--- src/rtl/muller_hs_pkg.sv ---
// +----------------------------------------------------------------------------+
// | muller_hs_pkg : shared types and defaults for the 4-phase handshake TX     |
// | Revision 1.0                                                               |
// +----------------------------------------------------------------------------+
`default_nettype none

package muller_hs_pkg;

  localparam int unsigned c_WIDTH_DEF       = 4;
  localparam int unsigned c_SYNC_STAGES_DEF = 2;
  localparam int unsigned c_TIMEOUT_DEF     = 255;
  localparam int unsigned c_CNT_W           = 8;

  typedef enum logic [1:0] {
    IDLE = 2'd0,
    REQ  = 2'd1,
    REL  = 2'd2,
    ERR  = 2'd3
  } hs_state_t;

  // Watchdog counter width; it only ever needs to hold TIMEOUT-1.
  function automatic int unsigned wd_width(input int unsigned timeout);
    return (timeout < 2) ? 1 : $clog2(timeout + 1);
  endfunction

endpackage

`default_nettype wire

--- src/rtl/hs_sync.sv ---
// +----------------------------------------------------------------------------+
// | hs_sync : N-flop synchronizer for an asynchronous level, resets to 0       |
// | Revision 1.0                                                               |
// +----------------------------------------------------------------------------+
`default_nettype none

module hs_sync #(
  parameter int unsigned STAGES = 2
) (
  input  logic clock,
  input  logic reset,
  input  logic i_async,
  output logic o_sync
);

  logic [STAGES-1:0] r_sync;

  always_ff @(posedge clock or posedge reset) begin
    if (reset) begin
      r_sync <= '0;
    end else begin
      r_sync <= {r_sync[STAGES-2:0], i_async};
    end
  end

  assign o_sync = r_sync[STAGES-1];

endmodule

`default_nettype wire

--- src/rtl/muller_c_hs_tx.sv ---
// +----------------------------------------------------------------------------+
// | muller_c_hs_tx : valid/ready to 4-phase bundled-data transmitter           |
// | Revision 1.0                                                               |
// +----------------------------------------------------------------------------+
`default_nettype none

module muller_c_hs_tx
  import muller_hs_pkg::*;
#(
  parameter int unsigned WIDTH       = c_WIDTH_DEF,
  parameter int unsigned SYNC_STAGES = c_SYNC_STAGES_DEF,
  parameter int unsigned TIMEOUT     = c_TIMEOUT_DEF
) (
  input  logic               clock,
  input  logic               reset,
  input  logic               in_valid,
  output logic               in_ready,
  input  logic [WIDTH-1:0]   in_data,
  output logic               req_o,
  output logic [WIDTH-1:0]   data_o,
  input  logic               ack_i,
  input  logic               clear_i,
  output logic               busy,
  output logic               timeout_o,
  output logic [c_CNT_W-1:0] xfer_count
);

  localparam int unsigned        c_WD_W    = wd_width(TIMEOUT);
  localparam bit                 c_WD_EN   = (TIMEOUT != 0);
  localparam logic [c_WD_W-1:0]  c_WD_LAST = c_WD_W'(TIMEOUT - 1);

  hs_state_t           r_state;
  hs_state_t           w_next_state;
  logic                r_req;
  logic [WIDTH-1:0]    r_data;
  logic [c_WD_W-1:0]   r_wd;
  logic                r_timeout;
  logic [c_CNT_W-1:0]  r_count;
  logic                w_ack_s;
  logic                w_wd_hit;

  hs_sync #(
    .STAGES (SYNC_STAGES)
  ) u_ack_sync (
    .clock   (clock),
    .reset   (reset),
    .i_async (ack_i),
    .o_sync  (w_ack_s)
  );

  assign w_wd_hit = c_WD_EN && (r_wd == c_WD_LAST);

  always_comb begin
    w_next_state = r_state;
    case (r_state)
      IDLE: if (in_valid) w_next_state = REQ;
      REQ: begin
        if (w_ack_s)       w_next_state = REL;
        else if (w_wd_hit) w_next_state = ERR;
      end
      REL: begin
        if (!w_ack_s)      w_next_state = IDLE;
        else if (w_wd_hit) w_next_state = ERR;
      end
      ERR: if (clear_i && !w_ack_s) w_next_state = IDLE;
      default: w_next_state = IDLE;
    endcase
  end

  always_ff @(posedge clock or posedge reset) begin
    if (reset) begin
      r_state   <= IDLE;
      r_req     <= 1'b0;
      r_data    <= '0;
      r_wd      <= '0;
      r_timeout <= 1'b0;
      r_count   <= '0;
    end else begin
      r_state   <= w_next_state;
      // req is high for exactly the REQ phase of the return-to-zero cycle
      r_req     <= (w_next_state == REQ);
      r_timeout <= (w_next_state == ERR);
      if (r_state == IDLE && in_valid) begin
        r_data <= in_data;
      end
      if (r_state == REL && !w_ack_s) begin
        r_count <= r_count + 1'b1;
      end
      if (w_next_state != r_state) begin
        r_wd <= '0;
      end else if (r_state == REQ || r_state == REL) begin
        r_wd <= r_wd + 1'b1;
      end
    end
  end

  assign in_ready   = (r_state == IDLE) && !reset;
  assign busy       = (r_state != IDLE);
  assign req_o      = r_req;
  assign data_o     = r_data;
  assign timeout_o  = r_timeout;
  assign xfer_count = r_count;

endmodule

`default_nettype wire
--- config.mk ---
export PLATFORM = sky130hd
export DESIGN_NAME = muller_c_hs_tx
export DESIGN_NICKNAME = d
export VERILOG_FILES = /design/src/rtl/muller_hs_pkg.sv /design/src/rtl/hs_sync.sv /design/src/rtl/muller_c_hs_tx.sv
export SDC_FILE = /design/constraint.sdc
export NUM_CORES = 1
export LEC_CHECK = 0
export ABC_CLOCK_PERIOD_IN_PS = 1700
export BUFFER_PORTS_ARGS = -buffer_cell sky130_fd_sc_hd__buf_2
export CAP_MARGIN = 20
export CORE_MARGIN = 10
export CORE_UTILIZATION = 49
export CTS_CLUSTER_DIAMETER = 40
export DETAILED_ROUTE_END_ITERATION = 16
export PLACE_DENSITY = 0.8
export SYNTH_ARGS = -nofsm -noshare
export SYNTH_HDL_FRONTEND = slang
export SYNTH_SLANG_ARGS = --single-unit
export TNS_END_PERCENT = 1
--- constraint.sdc ---
create_clock -name clock -period 1.7 [get_ports clock]
set_input_delay 0.34 -clock clock [delete_from_list [all_inputs] [get_ports clock]]
set_output_delay 0.34 -clock clock [all_outputs]
set_load 0.005 [all_outputs]
==> metrics list, run 1 <==
* Outcome: finished, violations left
- Failing checks: setup timing
- Measured against its own limit, the worst slew margin works out to 0.733.
- Max-cap violations: 0
- Area of the die: 0.00530 mm^2
- Endpoint arrival time on the critical path: approximately 2100 ps
- After clock tree synthesis, the clock-pin slew on the worst setup and hold paths is 160 ps.
* Cell Chain, Critical Path: buf_4 -> buf_4 -> buf_4 -> nor4bb_2 -> a31oi_2 -> o311ai_4 -> buf_6 -> nor3_4
* Worst hold path class: in -> async
- After routing the design area is 0.00203 mm^2.
* Number of antenna-violating nets in the routed design: 0
- Ratio of cells with drive above 1 in the final layout: 0.528
* Vert. Die Dim: around 73 um
- Number of primary I/O pins: 25
* Number of endpoints with negative hold slack in the final report: 0
* Type of destination of the critical path: register
* Maximum number of pins on one net before global-route repair: 27
- Post-layout min period: 1870 ps
- No sink is reached through more buffers than the 2 on the longest clock path.
* Detailed router's first-iteration violation count: 62
* Cell area after synthesis: 0.00137 mm^2
* Number of synthesized flops with an enable pin: 0
- OpenSTA, run right after detailed placement, puts the worst setup slack at -160 ps.
* Total of flip-flops plus latches after synthesis: 26
- Net Count, Synth: roughly 140
* # H-tree levels: 1
* Vias in the first global route: 1,285
- Among cell families on the critical path, the largest total delay comes from buffers and inverters.
- The max-slew violation count is 0.
- Yosys printed 0 warnings.
- Number of nets in the final layout: 196
- Layout Area Growth over Synthesis: 48.5%
- For this run, asynchronously set or reset flops after synthesis account for 1.00.
* Initial core utilization: 0.505
- Most used cell, CP: sky130_fd_sc_hd__buf_4
- Via count: 1,141
- Placement Rows: 19
* Power per unit of standard cell area: 1800 mW/mm^2
* Number of antenna violations at the first check in global routing: 0
* Critical-path cell with the highest stage delay: sky130_fd_sc_hd__dfrtp_2
- Required @ worst endpoint: ~1900 ps
* Final Cycle Share: 1.10
* Critical Path Fanout Max: 5
- TritonCTS clock tree: done
- Setup WS post-layout: -167 ps
- Mean instance size in the synthesized netlist: around 11 um^2
* Top_reg_cell synth: sky130_fd_sc_hd__dfrtp_1
- Startpoint type of the worst setup path: register
* Total buffers and inverters traversed by the critical path: 4
- Width of the die: roughly 73 um
- The first global-routing pass estimated 6360 um of wire.
- Setup violations remaining at the end of the flow were counted as 13.
- Total leakage power: approximately 0.00094 uW
* Root cell of the clock tree: sky130_fd_sc_hd__clkbuf_4
* Max rail drop VDD: approximately 1.5 mV
* Clock latency on the worst-skew pair: roughly 330 ps
* Total CTS buffers: 3
- Power comes to 3650 uW.
- For the pin with the worst max-slew slack, the measured transition is 400 ps.
- The netlist uses 37 different library cells.
- For this run the aggregate overflow at the end of global routing stands at 0.
- Setup repair after global routing missed its margin: true
* Core occupancy in the finished layout: 0.749
- Post-Place Cell Area: 0.00170 mm^2
- Detailed-route wire length: 3950 um
* Achievable clock frequency: ~0.54 GHz
- Across every metal layer, demand over resource in global routing totals 0.152.
- The total area inside the core boundary comes to 0.00271 mm^2.
- Biggest area contributors in the synthesized netlist: sky130_fd_sc_hd__dfrtp_1 48%, sky130_fd_sc_hd__ha_1 7.3%, sky130_fd_sc_hd__xnor2_1 4.5%
* Yosys top cell area share: 0.476
- Category of the most critical setup path: reg -> reg
* # DRC: 0
* Number of instances in the synthesized netlist: 121
- Number of sinks on the clock net: 26
* Sequential-to-total area share from yosys stat: 0.476
- The biggest area contributor in the post-synthesis netlist is sky130_fd_sc_hd__dfrtp_1.
* IO buf count: 24
- On the final layout, the worst hold slack is between 40 and 50 ps.
- Detailed placement finished with a half-perimeter wire length of 2350 um.
- Via density: 5.46
* Longest individual stage delay on the worst path: 480 ps
* Number of iterations in the first detailed-routing pass: 4
- Count of antenna diodes in the layout: 0
- GPL Wtd Cong: 0.893
* Post-detailed-route wirelength per cell: 18.9 um
- The clock arrives with between 10 and 15 ps of skew.
## stage by stage
step / std cells / setup TNS [ps]
floorplan: 121 / 0
global placement: 193 / -628
detailed placement: 193 / -1050
CTS: 206 / -692
global route: 209 / -2290
finish: 209 / -1440
## sequential cells by signal (all words and copies together) (netlist names)
register and cells:
u_ack_sync.r_sync 2, xfer_count 8, req_o 1, r_wd 8, r_state 2, timeout_o 1
data_o 4
## path summary, 6_finish.rpt
kind | to | cells after the start | slack (ps) | start
worst max-delay path | r_wd[4]$_DFFE_PP0P_ | 8 | -170 | r_state[1]$_DFF_PP0_
worst min-delay path | r_wd[7]$_DFFE_PP0P_ | 3 | 40 | reset
worst max register to register | r_wd[4]$_DFFE_PP0P_ | 8 | -170 | r_state[1]$_DFF_PP0_
worst min register to register | u_ack_sync.r_sync[1]$_DFF_PP0_ | 0 | 370 | u_ack_sync.r_sync[0]$_DFF_PP0_
max in group asynchronous | r_state[0]$_DFF_PP0_ | 3 | 1400 | reset
min in group clock | u_ack_sync.r_sync[0]$_DFF_PP0_ | 1 | 110 | ack_i
## cell usage after synthesis, drive strengths merged (2+ instances only)
cell,n
mux2,5
dfrtp,26
and2b,3
ha,8
nor3,7
o2111ai,2
nor2,10
and4,2
nand2,7
nand3,3
a21oi,2
inv,8
nand4,4
xor2,7
xnor2,7
## routing by layer
layer,wire [um],global-route usage
met1,1550,0.165
met4,60,0.0359
met3,159,0.0340
met2,2190,0.286
met5,0,0
## placed cells by master, fill, tap and decap left out, types with 2 or more instances in the layout
master	n
sky130_fd_sc_hd__dfrtp_2	2
sky130_fd_sc_hd__inv_1	5
sky130_fd_sc_hd__xor2_1	7
sky130_fd_sc_hd__nand2_1	7
sky130_fd_sc_hd__nor3_4	4
sky130_fd_sc_hd__buf_12	2
sky130_fd_sc_hd__buf_4	21
sky130_fd_sc_hd__and4_4	2
sky130_fd_sc_hd__dfrtp_1	24
sky130_fd_sc_hd__nand3_1	3
sky130_fd_sc_hd__nor3_2	2
sky130_fd_sc_hd__ha_1	3
sky130_fd_sc_hd__clkbuf_4	3
sky130_fd_sc_hd__xnor2_1	7
sky130_fd_sc_hd__inv_4	3
sky130_fd_sc_hd__mux2_2	5
sky130_fd_sc_hd__and2b_1	2
sky130_fd_sc_hd__nand4_1	4
sky130_fd_sc_hd__nor2_1	8
sky130_fd_sc_hd__o2111ai_2	2
sky130_fd_sc_hd__ha_4	5
sky130_fd_sc_hd__buf_2	23
sky130_fd_sc_hd__buf_6	8
## report_power, final
group	internal, uW	switching, uW	leakage [uW]	total (uW)
Combinational	1200	1080	0.000582	2270
Clock	238	197	0.0000279	435
Sequential	793	148	0.000335	942
Total	2230	1420	0.000945	3650
## logic make-up after synthesis
kind of cell,after synthesis,synth area share
and+or+nand+nor,46,0.195
DFF,26,0.476
xor gates and xnor gates,14,0.0897
AOI/OAI and AO/OA,13,0.101
buffers and inverters,9,0.0247
adders and majority gates,8,0.0732
muxes,5,0.0412
## layout make-up
class | count | area [um^2]
Clock buffer | 3 | 22.5
Clock inverter | 1 | 30.0
Fill cell | 160 | 679
Inverter | 8 | 37.5
Multi-Input combinational cell | 86 | 846
Sequential cell | 26 | 653
Tap cell | 31 | 38.8
Timing Repair Buffer | 54 | 403
## repair_timing
item                                    4_1_cts  5_1_grt
endpoints found under the setup margin       11       17
cloned                                        0        0
buffers inserted                             10        3
resized for setup                            18       17
pin swaps                                    10        9
hold buffers                                  0        0
## worst register-to-register path, cell delays in order (launching register included)
cell	delay (ps)
sky130_fd_sc_hd__dfrtp_2	480
sky130_fd_sc_hd__buf_4	150
sky130_fd_sc_hd__buf_4	130
sky130_fd_sc_hd__buf_4	150
sky130_fd_sc_hd__nor4bb_2	350
sky130_fd_sc_hd__a31oi_2	110
sky130_fd_sc_hd__o311ai_4	160
sky130_fd_sc_hd__buf_6	180
sky130_fd_sc_hd__nor3_4	40
No activity file was read; power rests on OpenSTA's default activity.
==> run 2: changes to the inputs <==
--- a/config.mk
+++ b/config.mk
@@ -12,6 +12,7 @@
 export CORE_UTILIZATION = 49
 export CTS_CLUSTER_DIAMETER = 40
 export DETAILED_ROUTE_END_ITERATION = 16
+export GPL_TIMING_DRIVEN = 0
 export PLACE_DENSITY = 0.8
 export SYNTH_ARGS = -nofsm -noshare
 export SYNTH_HDL_FRONTEND = slang
==> run 2 against run 1 <==
  * The run still ends with setup timing left
  * Clock-buffer cell count did not move
  * Fmax decreased by 1.8%
  * Via count fell by 4.6%
  * Global-route usage shrank 1.7 points
  * Sequential share of layout area increased by 1.6 points
  * Wire length shrank 12%
  * Clock skew down 9.4 ps
  * Worst setup slack got worse by 35 ps
  * Final cell count shrank 6.2%
  * Core utilization is 3.5 points lower
  * Non-clock buffer count shrank 13
  * Largest power group unchanged
  * Largest cell class unchanged
  * Sequential power increased by 6%
==> metrics list, run 2 (synthesis gave the netlist of run 1 again) <==
- Outcome: finished, violations left
- Failing checks: setup timing
- The floorplan step set the die height to 72.8 um.
* Layout Area Growth over Synthesis: 41.6%
- Max-cap violations: 0
- CTS clock-pin slew for the worst setup and hold paths: 130 ps
- Placement Rows: 19
- Hold buffer count at cts: 0
- Detailed router's first-iteration violation count: 84
- In this run the tool buffered the top-level ports with 24 buffer cells.
* Final std cells w/o fill: 196
* Global-route total usage across every layer: 0.134
- At the end of routability-driven placement, the weighted congestion stood at 0.825.
- After detailed routing, the met3 layer carries 209 um of wire.
- The routed design could run at a clock period as short as 1900 ps.
- Number of antenna-violating nets in the routed design: 0
- Entering global routing, the biggest net connects 27 pins.
- Worst-case clock buffer depth: 2
- The core region is 0.00271 mm^2.
- # DRC: 0
* Max rail drop VDD: 1.71 mV
* Fill cell count: 190
- The die covers roughly 0.0053 mm^2.
- Setup WS post-layout: -201 ps
- The library cells used most frequently in the layout, excluding fill and tap cells, are 24 x sky130_fd_sc_hd__dfrtp_1, 24 x sky130_fd_sc_hd__buf_2, 11 x sky130_fd_sc_hd__buf_4.
* Number of antenna violations at the first check in global routing: 0
- After detailed placement, the design holds a cell count of 176.
- The max-slew violation count is 0.
- Data on the critical path arrives at its endpoint at 2130 ps.
- The signal on the critical path passes through inv_4 -> ha_1 -> buf_6 -> nand4_1 -> nor2_1 -> xnor2_1 -> nor3_1.
- Launching point of the worst reg2reg path: r_state[0]$_DFF_PP0_
* Post-placement worst setup slack: -276 ps
- The initial utilization of the core area, before any placement, comes to 0.505.
* Vias in the first global route: 1,174
- Setup violations remaining at the end of the flow were counted as 14.
- Critical Path Fanout Max: 8
- In the final timing run, aggregate negative setup slack is -1360 ps.
- Total leakage power: 0.000891 uW
- Total CTS buffers: 3
- Across the routed clock network, the largest skew measured is 1.62 ps.
- First-pass GRT wire length: approximately 5700 um
* Via count: 1,088
- HPWL after detailed placement: 2150 um
* Critical Path Source: r_state[0]$_DFF_PP0_
- Width of the die: 72.8 um
* Top layer reached by signal wires: met4
- Startpoint type of the worst setup path: register
* Number of iterations in the first detailed-routing pass: 4
- Power per unit of standard cell area: ~1800 mW/mm^2
- Dividing the final minimum period by the clock period gives 1.12.
* Gr ovfl total: 0
- Of the cells placed in the final design, the portion with a size suffix greater than 1 is 0.497.
* Wire length the detailed router placed on met1: 1360 um
- The path class of the tightest hold or removal check is in -> reg.
* Root cell of the clock tree: sky130_fd_sc_hd__clkbuf_4
- Core occupancy in the finished layout: 0.715
- The later pin in the worst-skew pair is clocked with a latency of 320 ps.
- Achievable clock frequency: 0.526 GHz
- Worst-margin pin slew: 931 ps
- Dividing the detail-routed wire length by the instance count gives 17.8 um.
- After detailed routing, the met2 layer carries about 1800 um of wire.
- Critical hold path startpoint: ack_i
- For this run, the post-layout net count is approximately 180.
- For this design, the slowest cell found on the critical path is sky130_fd_sc_hd__dfrtp_2.
- Relative slew margins: 0.379
* Type of destination of the critical path: register
* Required @ worst endpoint: roughly 1900 ps
- Number of primary I/O pins: 25
- Setup repair after global routing missed its margin: true
* # H-tree levels: 1
- TritonCTS clock tree: done
- Number of sinks on the clock net: 26
- Number of endpoints with negative hold slack in the final report: 0
* Category of the most critical setup path: reg -> reg
* Detailed-route wire length: 3480 um
* Total power: 3400 uW
- In the routed layout, each cell is associated on average with a via count of 5.55.
- Count of antenna diodes in the layout: 0
- In this design, the stage delay of the slowest critical-path cell is 540 ps.
## run 2: per-stage QoR
step / instance area (um^2) / hold slack (ps)
2_1_floorplan: 1410 / 331
3_3_place_gp: 1570 / 338
3_5_place_dp: 1570 / 346
4_1_cts: 1860 / 109
5_1_grt: 1940 / 97.6
6_report: 1940 / 117
## run 2: layer usage
layer  vias to the layer above  GRT usage
met1                       545      0.143
met5                         -          0
met3                         6     0.0517
met4                         0     0.0422
li1                        511          -
met2                        26      0.237
## run 2: power breakdown
group          switching [uW]  internal, uW  total [uW]  leakage (uW)
combinational             951          1030        1980      0.000528
clock                     178           238         417     0.0000279
sequential                208           793        1000      0.000335
total                    1340          2060        3400      0.000891
## run 2: final cells by class
class                      instances  area [um^2]  share of cell area
tap                               31         38.8              0.0200
clock inverter                     1         30.0              0.0155
sequential                        26          653               0.337
multi-input combinational         86          861               0.444
clock buffer                       3         22.5              0.0116
timing repair buffer              40          285               0.147
inverter                           8         35.0              0.0181
buffer                             1         11.3             0.00581
## run 2: timing repair
item,4_1_cts,5_1_grt
buffers inserted,12,4
gates cloned,0,0
pin swaps,19,2
gates resized for setup,23,9
endpoints found under the setup margin,11,16
## run 2: final timing paths
check,endpoint,slack [ps],cells after the start
hold / removal,u_ack_sync.r_sync[0]$_DFF_PP0_,120,1
min in group asynchronous,r_wd[1]$_DFFE_PP0P_,210,2
max in group asynchronous,r_state[0]$_DFF_PP0_,860,2
setup / recovery,r_wd[5]$_DFFE_PP0P_,-200,7
hold reg to reg,u_ack_sync.r_sync[1]$_DFF_PP0_,380,0
setup reg to reg,r_wd[5]$_DFFE_PP0P_,-200,7
## run 2: critical path: cells and delay by family, from the launching register on
family	cells	cell delay [ps]
xor gates and xnor gates	1	100
adders and majority gates	1	310
buffers and inverters	2	220
DFF	1	540
and+or+nand+nor	3	620
